===== config.mk =====
export PLATFORM = sky130hd
export DESIGN_NAME = pcie_rx_tlp
export DESIGN_NICKNAME = d
export VERILOG_FILES = /design/src/rtl/pcie_rx_tlp.sv
export SDC_FILE = /design/constraint.sdc
export NUM_CORES = 1
export LEC_CHECK = 0
export BUFFER_PORTS_ARGS = -buffer_cell sky130_fd_sc_hd__clkbuf_2
export CORE_MARGIN = 3
export CORE_UTILIZATION = 43
export DETAILED_ROUTE_END_ITERATION = 10
export PLACE_DENSITY = 0.73
export SLEW_MARGIN = 20
export SYNTH_ARGS = -nofsm -noshare
export SYNTH_HDL_FRONTEND = slang
export SYNTH_SLANG_ARGS = --single-unit

===== constraint.sdc =====
create_clock -name clock -period 5.2 [get_ports clock]
set_clock_uncertainty 0.2 [all_clocks]
set_input_delay 0.52 -clock clock [delete_from_list [all_inputs] [get_ports clock]]
set_output_delay 0.52 -clock clock [all_outputs]
set_load 0.02 [all_outputs]

===== src/rtl/pcie_rx_tlp.sv =====
// pcie_rx_tlp: 64-bit PCIe RX TLP decoder for MWr/MRd/CplD emitting byte-swapped payload qwords
module pcie_rx_tlp #(
  parameter int AW    = 13,
  parameter bit EN_64 = 1'b1,
  parameter int IW    = 7
) (
  input  logic          clock,
  input  logic          reset,
  input  logic          tvalid,
  input  logic          tlast,
  input  logic [63:0]   tdata,
  output logic          write_valid,
  output logic          read_valid,
  output logic          completion_valid,
  output logic [63:0]   data,
  output logic [AW-1:0] address,
  output logic [10:0]   read_len,
  output logic [23:0]   rid_tag,
  output logic [7:0]    cpl_tag,
  output logic [IW-1:0] cpl_index,
  output logic          unsupported
);
  typedef enum logic [1:0] {HDR, ADDR, DATA, DROP} state_t;
  state_t state_q, state_d;
  logic in_v_q, in_v_d, in_last_q, in_last_d;
  logic [63:0] in_d_q, in_d_d;
  logic wr_q, wr_d, rd_q, rd_d, cpl_q, cpl_d, is4_q, is4_d;
  logic [9:0] len_q, len_d, rem_q, rem_d;
  logic [31:0] prev_q, prev_d;
  logic [AW-1:0] addr_q, addr_d, address_q, address_d;
  logic [IW-1:0] idx_q, idx_d, cpl_index_q, cpl_index_d;
  logic write_valid_q, write_valid_d, read_valid_q, read_valid_d;
  logic completion_valid_q, completion_valid_d, unsupported_q, unsupported_d;
  logic [63:0] data_q, data_d;
  logic [10:0] read_len_q, read_len_d;
  logic [23:0] rid_tag_q, rid_tag_d;
  logic [7:0] cpl_tag_q, cpl_tag_d;
  logic [6:0] ft;
  logic h_wr, h_rd, h_cpl, h_bad, misalign;
  logic [AW-1:0] a_hdr;
  logic [63:0] pay;

  function automatic logic [31:0] bswap(input logic [31:0] w);
    return {w[7:0], w[15:8], w[23:16], w[31:24]};
  endfunction

  assign ft       = in_d_q[30:24];
  assign h_wr     = ft == 7'b1000000 || ft == 7'b1100000;
  assign h_rd     = ft == 7'b0000000 || ft == 7'b0100000;
  assign h_cpl    = ft == 7'b1001010;
  assign h_bad    = !(h_wr || h_rd || h_cpl) || in_d_q[14] || in_d_q[0] || (in_d_q[29] && !EN_64);
  // 4DW headers carry the low address DW in the upper half of the second beat
  assign a_hdr    = is4_q ? in_d_q[AW+34:35] : in_d_q[AW+2:3];
  assign misalign = (wr_q || rd_q) && (is4_q ? in_d_q[34] : in_d_q[2]);
  // 3DW payload straddles beats: low DW of the qword arrived in the previous beat
  assign pay      = is4_q ? in_d_q : {in_d_q[31:0], prev_q};

  always_comb begin
    in_v_d = tvalid;
    in_last_d = tvalid && tlast;
    in_d_d = tdata;
    state_d = state_q;
    wr_d = wr_q;
    rd_d = rd_q;
    cpl_d = cpl_q;
    is4_d = is4_q;
    len_d = len_q;
    rem_d = rem_q;
    prev_d = prev_q;
    addr_d = addr_q;
    idx_d = idx_q;
    address_d = address_q;
    cpl_index_d = cpl_index_q;
    data_d = data_q;
    read_len_d = read_len_q;
    rid_tag_d = rid_tag_q;
    cpl_tag_d = cpl_tag_q;
    write_valid_d = 1'b0;
    read_valid_d = 1'b0;
    completion_valid_d = 1'b0;
    unsupported_d = 1'b0;
    if (in_v_q) begin
      case (state_q)
        HDR: begin
          wr_d = h_wr;
          rd_d = h_rd;
          cpl_d = h_cpl;
          is4_d = in_d_q[29];
          len_d = in_d_q[9:0];
          rid_tag_d = in_d_q[63:40];
          unsupported_d = in_last_q;
          state_d = in_last_q ? HDR : h_bad ? DROP : ADDR;
        end
        ADDR: begin
          addr_d = a_hdr;
          prev_d = in_d_q[63:32];
          idx_d = '0;
          rem_d = rd_q ? '0 : {len_q == '0, len_q[9:1]};
          cpl_tag_d = cpl_q ? in_d_q[15:8] : cpl_tag_q;
          read_valid_d = rd_q && !misalign;
          address_d = read_valid_d ? a_hdr : address_q;
          read_len_d = read_valid_d ? {len_q == '0, len_q} : read_len_q;
          unsupported_d = in_last_q && (misalign || !rd_q);
          state_d = in_last_q ? HDR : misalign ? DROP : DATA;
        end
        DATA: begin
          write_valid_d = wr_q && rem_q != '0;
          completion_valid_d = cpl_q && rem_q != '0;
          if (rem_q != '0) begin
            data_d = {bswap(pay[63:32]), bswap(pay[31:0])};
            address_d = addr_q;
            cpl_index_d = idx_q;
            addr_d = addr_q + 1'b1;
            idx_d = idx_q + 1'b1;
            rem_d = rem_q - 1'b1;
          end
          prev_d = in_d_q[63:32];
          unsupported_d = in_last_q && rem_q > 10'd1;
          state_d = in_last_q ? HDR : DATA;
        end
        default: begin
          unsupported_d = in_last_q;
          state_d = in_last_q ? HDR : DROP;
        end
      endcase
    end
  end

  always_ff @(posedge clock) begin
    if (reset) begin
      state_q <= HDR;
      in_v_q <= 1'b0;
      in_last_q <= 1'b0;
      in_d_q <= '0;
      wr_q <= 1'b0;
      rd_q <= 1'b0;
      cpl_q <= 1'b0;
      is4_q <= 1'b0;
      len_q <= '0;
      rem_q <= '0;
      prev_q <= '0;
      addr_q <= '0;
      idx_q <= '0;
      address_q <= '0;
      cpl_index_q <= '0;
      data_q <= '0;
      read_len_q <= '0;
      rid_tag_q <= '0;
      cpl_tag_q <= '0;
      write_valid_q <= 1'b0;
      read_valid_q <= 1'b0;
      completion_valid_q <= 1'b0;
      unsupported_q <= 1'b0;
    end else begin
      state_q <= state_d;
      in_v_q <= in_v_d;
      in_last_q <= in_last_d;
      in_d_q <= in_d_d;
      wr_q <= wr_d;
      rd_q <= rd_d;
      cpl_q <= cpl_d;
      is4_q <= is4_d;
      len_q <= len_d;
      rem_q <= rem_d;
      prev_q <= prev_d;
      addr_q <= addr_d;
      idx_q <= idx_d;
      address_q <= address_d;
      cpl_index_q <= cpl_index_d;
      data_q <= data_d;
      read_len_q <= read_len_d;
      rid_tag_q <= rid_tag_d;
      cpl_tag_q <= cpl_tag_d;
      write_valid_q <= write_valid_d;
      read_valid_q <= read_valid_d;
      completion_valid_q <= completion_valid_d;
      unsupported_q <= unsupported_d;
    end
  end

  assign write_valid      = write_valid_q;
  assign read_valid       = read_valid_q;
  assign completion_valid = completion_valid_q;
  assign data             = data_q;
  assign address          = address_q;
  assign read_len         = read_len_q;
  assign rid_tag          = rid_tag_q;
  assign cpl_tag          = cpl_tag_q;
  assign cpl_index        = cpl_index_q;
  assign unsupported      = unsupported_q;
endmodule


==> results.ini <==
[sta]
drv_slew = 0
rsz0062_at_grt = no
setup_viol = 0
max_slew.worst_pin.slew_ns = 1.09
fmax_ghz = 0.339
relSlewSlack = 0.275
min_period_ns = 2.95
fin_tns_setup_ns = 0
timing.final.crit_share = 0.568
hold_violations = 0

[worst_setup_path]
rrSetupSlack_ns = 2.25
rr_startpoint = rem_q[2]
critical_path_class = reg2reg
rr_endpoint = addr_q[5]
critPathMaxStageDelay_ns = 0.90
crit_path_top_delay_cell = a41o_1
arrival_ns = 3.20
cp-end-kind = register
critPathLaunchType = register
path_cells = nor4_2 > a41o_1 > buf_4 > o21ai_0 > a21oi_1
cp.required_ns = 5.45
crit_fanout = 28
reg2regPathDepth = 5

[clocking]
cts_inserted_buffers = 28
post_cts_resized = 0
h-tree-depth = 1
cts_root_buf = clkbuf_16
clockBufferDepth = 3
insertion_delay_ns = 0.53
clk_pin_slew_ns = 0.06
clock_sinks = 275
cts_tree = built

[pwr]
switchingPower_w = 0.00107
clkPwrFrac = 0.452
p_leak_nw = 4.99
p_total_w = 0.00466
seqPwrFrac = 0.476
p_int_w = 0.00359
switching_share = 0.229
p_comb_frac = 0.073
ir_worst_vdd_mv = 0.263
power_density_nw_per_um2 = 356

[hold_path]
hold_path_depth = 2
worstHoldPathType = in2reg
holdCritStartpoint = tdata[0]
hold_path_end = in_d_q[0]

[placed_design]
dp_cells = 1601
gp_congestion = 0.887
place_hpwl_um = 19200
placed_cell_area_um2 = 11700
port_buffers = 198

[drt]
ant_nets = 0
drc_errors = 0
first_pass_iters = 5
drt_iter0_drc = 779
dr_total_vias = 9016
drt-total-wl_um = 29000
avgRoutedWirePerCell_um = 17.2
drt-vias-per-instance = 5.34

[floorplan]
fp.coreArea_um2 = 23800
die_w_um = 163
ios = 199
rows = 56
die_y_um = 163
dieArea_um2 = 26600
initial_utilization = 0.445

[logic_synthesis]
ys_warn_count = 0
syn_area_um2 = 10600
ys_ff_latch = 275
synth_cells = 1164
ys_seq_area_frac = 0.519
synth-main-ff-cell = dfxtp_1
async_reset_ff_frac = 0
synthDistinctLibCells = 60
syn_nets = 1241
synth_edf_count = 0
avgSynthCellArea_um2 = 9.11

[final_layout]
drive_above_1_share = 0.194
area_delta_synth_final_pct = 23.4
fin_area_um2 = 13100
antennaDiodeCount = 0
instances_no_fill = 1687
fillers = 2160
final_util = 0.549
fin_nets = 1426

[global_routing]
grt.total_usage = 0.209
antenna_found_initial = 0
first_global_vias = 8208
gr-total-overflow = 0
grt_pass1_wl_um = 44900
grt_max_degree = 131

[run]
max_cap_violations = 0

[outcome]
status = finished clean

worst max-delay path: cells and delay by family (launching register included):
kind	cells	cell delay (ns)
AND/OR/NAND/NOR	1	0.64
buffers and inverters	1	0.41
AO/OA/AOI/OAI	3	1.22
flip-flops	1	0.39
routing by layer:
metal  GRT usage  part of all wire  routed length (um)
met3      0.0421             0.074                2140
met4      0.0627             0.026                 743
met1       0.297              0.45               13000
met5           0                 0                   0
met2       0.323              0.45               13100
worst max path at each step:
| stage | from | endpoint | cells after the start |
|---|---|---|---|
| 2_1_floorplan | state_q[0] | address[4] | 9 |
| 3_3_place_gp | rem_q[2] | address[10] | 5 |
| 3_5_place_dp | is4_q | read_len[10] | 4 |
| 4_1_cts | is4_q | read_len[10] | 4 |
| 5_1_grt | state_q[1] | addr_q[4] | 7 |
| 6_report | rem_q[2] | addr_q[5] | 5 |
synthesized netlist by cell type (all sizes together), types with 2 or more instances:
master	n	area share
nand3b	3	0.0021
nor4	9	0.0073
o41ai	7	0.0058
a21boi	2	0.0014
buf	32	0.016
a32o	3	0.0028
nand4b	6	0.0050
nor3	8	0.0038
o22ai	5	0.0029
o31a	4	0.0033
o21ai	37	0.017
a31oi	7	0.0041
o21a	4	0.0028
a31o	2	0.0017
and3	2	0.0012
a41oi	2	0.0017
mux2i	89	0.084
o32ai	4	0.0033
nor2b	65	0.038
a211oi	66	0.047
and2	6	0.0035
ha	9	0.011
a21oi	103	0.049
or4	2	0.0014
nand2b	6	0.0035
nor3b	4	0.0028
clkbuf	58	0.021
dfxtp	275	0.52
or3	6	0.0035
nand2	169	0.060
nor2	113	0.040
inv	11	0.0039
nand3	10	0.0047
nand4	8	0.0047
or2	2	0.0012
o211ai	8	0.0057
final cells by class:
type	instances	area, um^2	share of cell area
Inverter	11	41.3	0.00315
Sequential cell	275	5510	0.421
Clock buffer	42	875	0.0668
Tap cell	319	399	0.0305
Multi-Input combinational cell	788	4690	0.359
Clock inverter	7	114	0.00870
Timing Repair Buffer	245	1460	0.111
cell usage in the layout, fill, tap and decap left out, types with 5 or more instances in the layout:
cell type,netlist,final
dfxtp_1,275,274
dlygate4sd3_1,0,37
nor2_1,113,113
and2_1,6,5
nand3_1,10,10
o22ai_1,5,5
nor4_1,7,7
nand4_1,8,8
a31oi_1,7,6
nor2b_1,65,65
clkbuf_16,0,29
buf_4,4,9
nand2_1,169,169
ha_1,9,9
o211ai_1,8,8
clkbuf_8,0,11
or3_1,6,6
a211oi_1,66,66
inv_1,10,10
mux2i_1,89,89
nand4b_1,6,6
o21ai_0,35,35
o41ai_1,7,7
a21oi_1,103,103
clkbuf_2,0,197
nor3_1,8,8
nand2b_1,6,6
state kept, by name, indices dropped and copies added, names as in the netlist, 8 cells and up:
name / cells
data: 64
len_q: 10
address: 13
cpl_tag: 8
rem_q: 10
rid_tag: 24
prev_q: 32
addr_q: 13
in_d_q: 64
read_len: 11
timing repair:
action / CTS / global route
setup buffers: 0 / 0
hold endpoints to repair: 37 / 0
hold buffers: 37 / 0
metrics by stage:
stage,setup WS (ns),hold WS (ns)
finish,2.25,0.0139
global route,2.06,0.00297
CTS,2.28,0.000148
detailed placement,2.29,0.246
global placement,2.39,0.238
floorplan,3.10,0.225
power groups by stage:
stage / clock network, W / registers, W / logic, W
after floorplan: 0 / 0.00226 / 0.000204
after global placement: 0 / 0.00226 / 0.000310
after detailed placement: 0 / 0.00226 / 0.000315
after CTS: 0.00215 / 0.00222 / 0.000339
after global routing: 0.00224 / 0.00222 / 0.000371
final: 0.00211 / 0.00222 / 0.000338
kinds of logic after synthesis:
group,share of synthesized area
AND/OR/NAND/NOR,0.185
flip-flops,0.519
AO/OA/AOI/OAI,0.160
buffers and inverters,0.0407
multiplexers,0.0840
adder cells (fa/ha/maj),0.0106
XOR/XNOR,0.000826
Power figures use the tool's default switching activity.
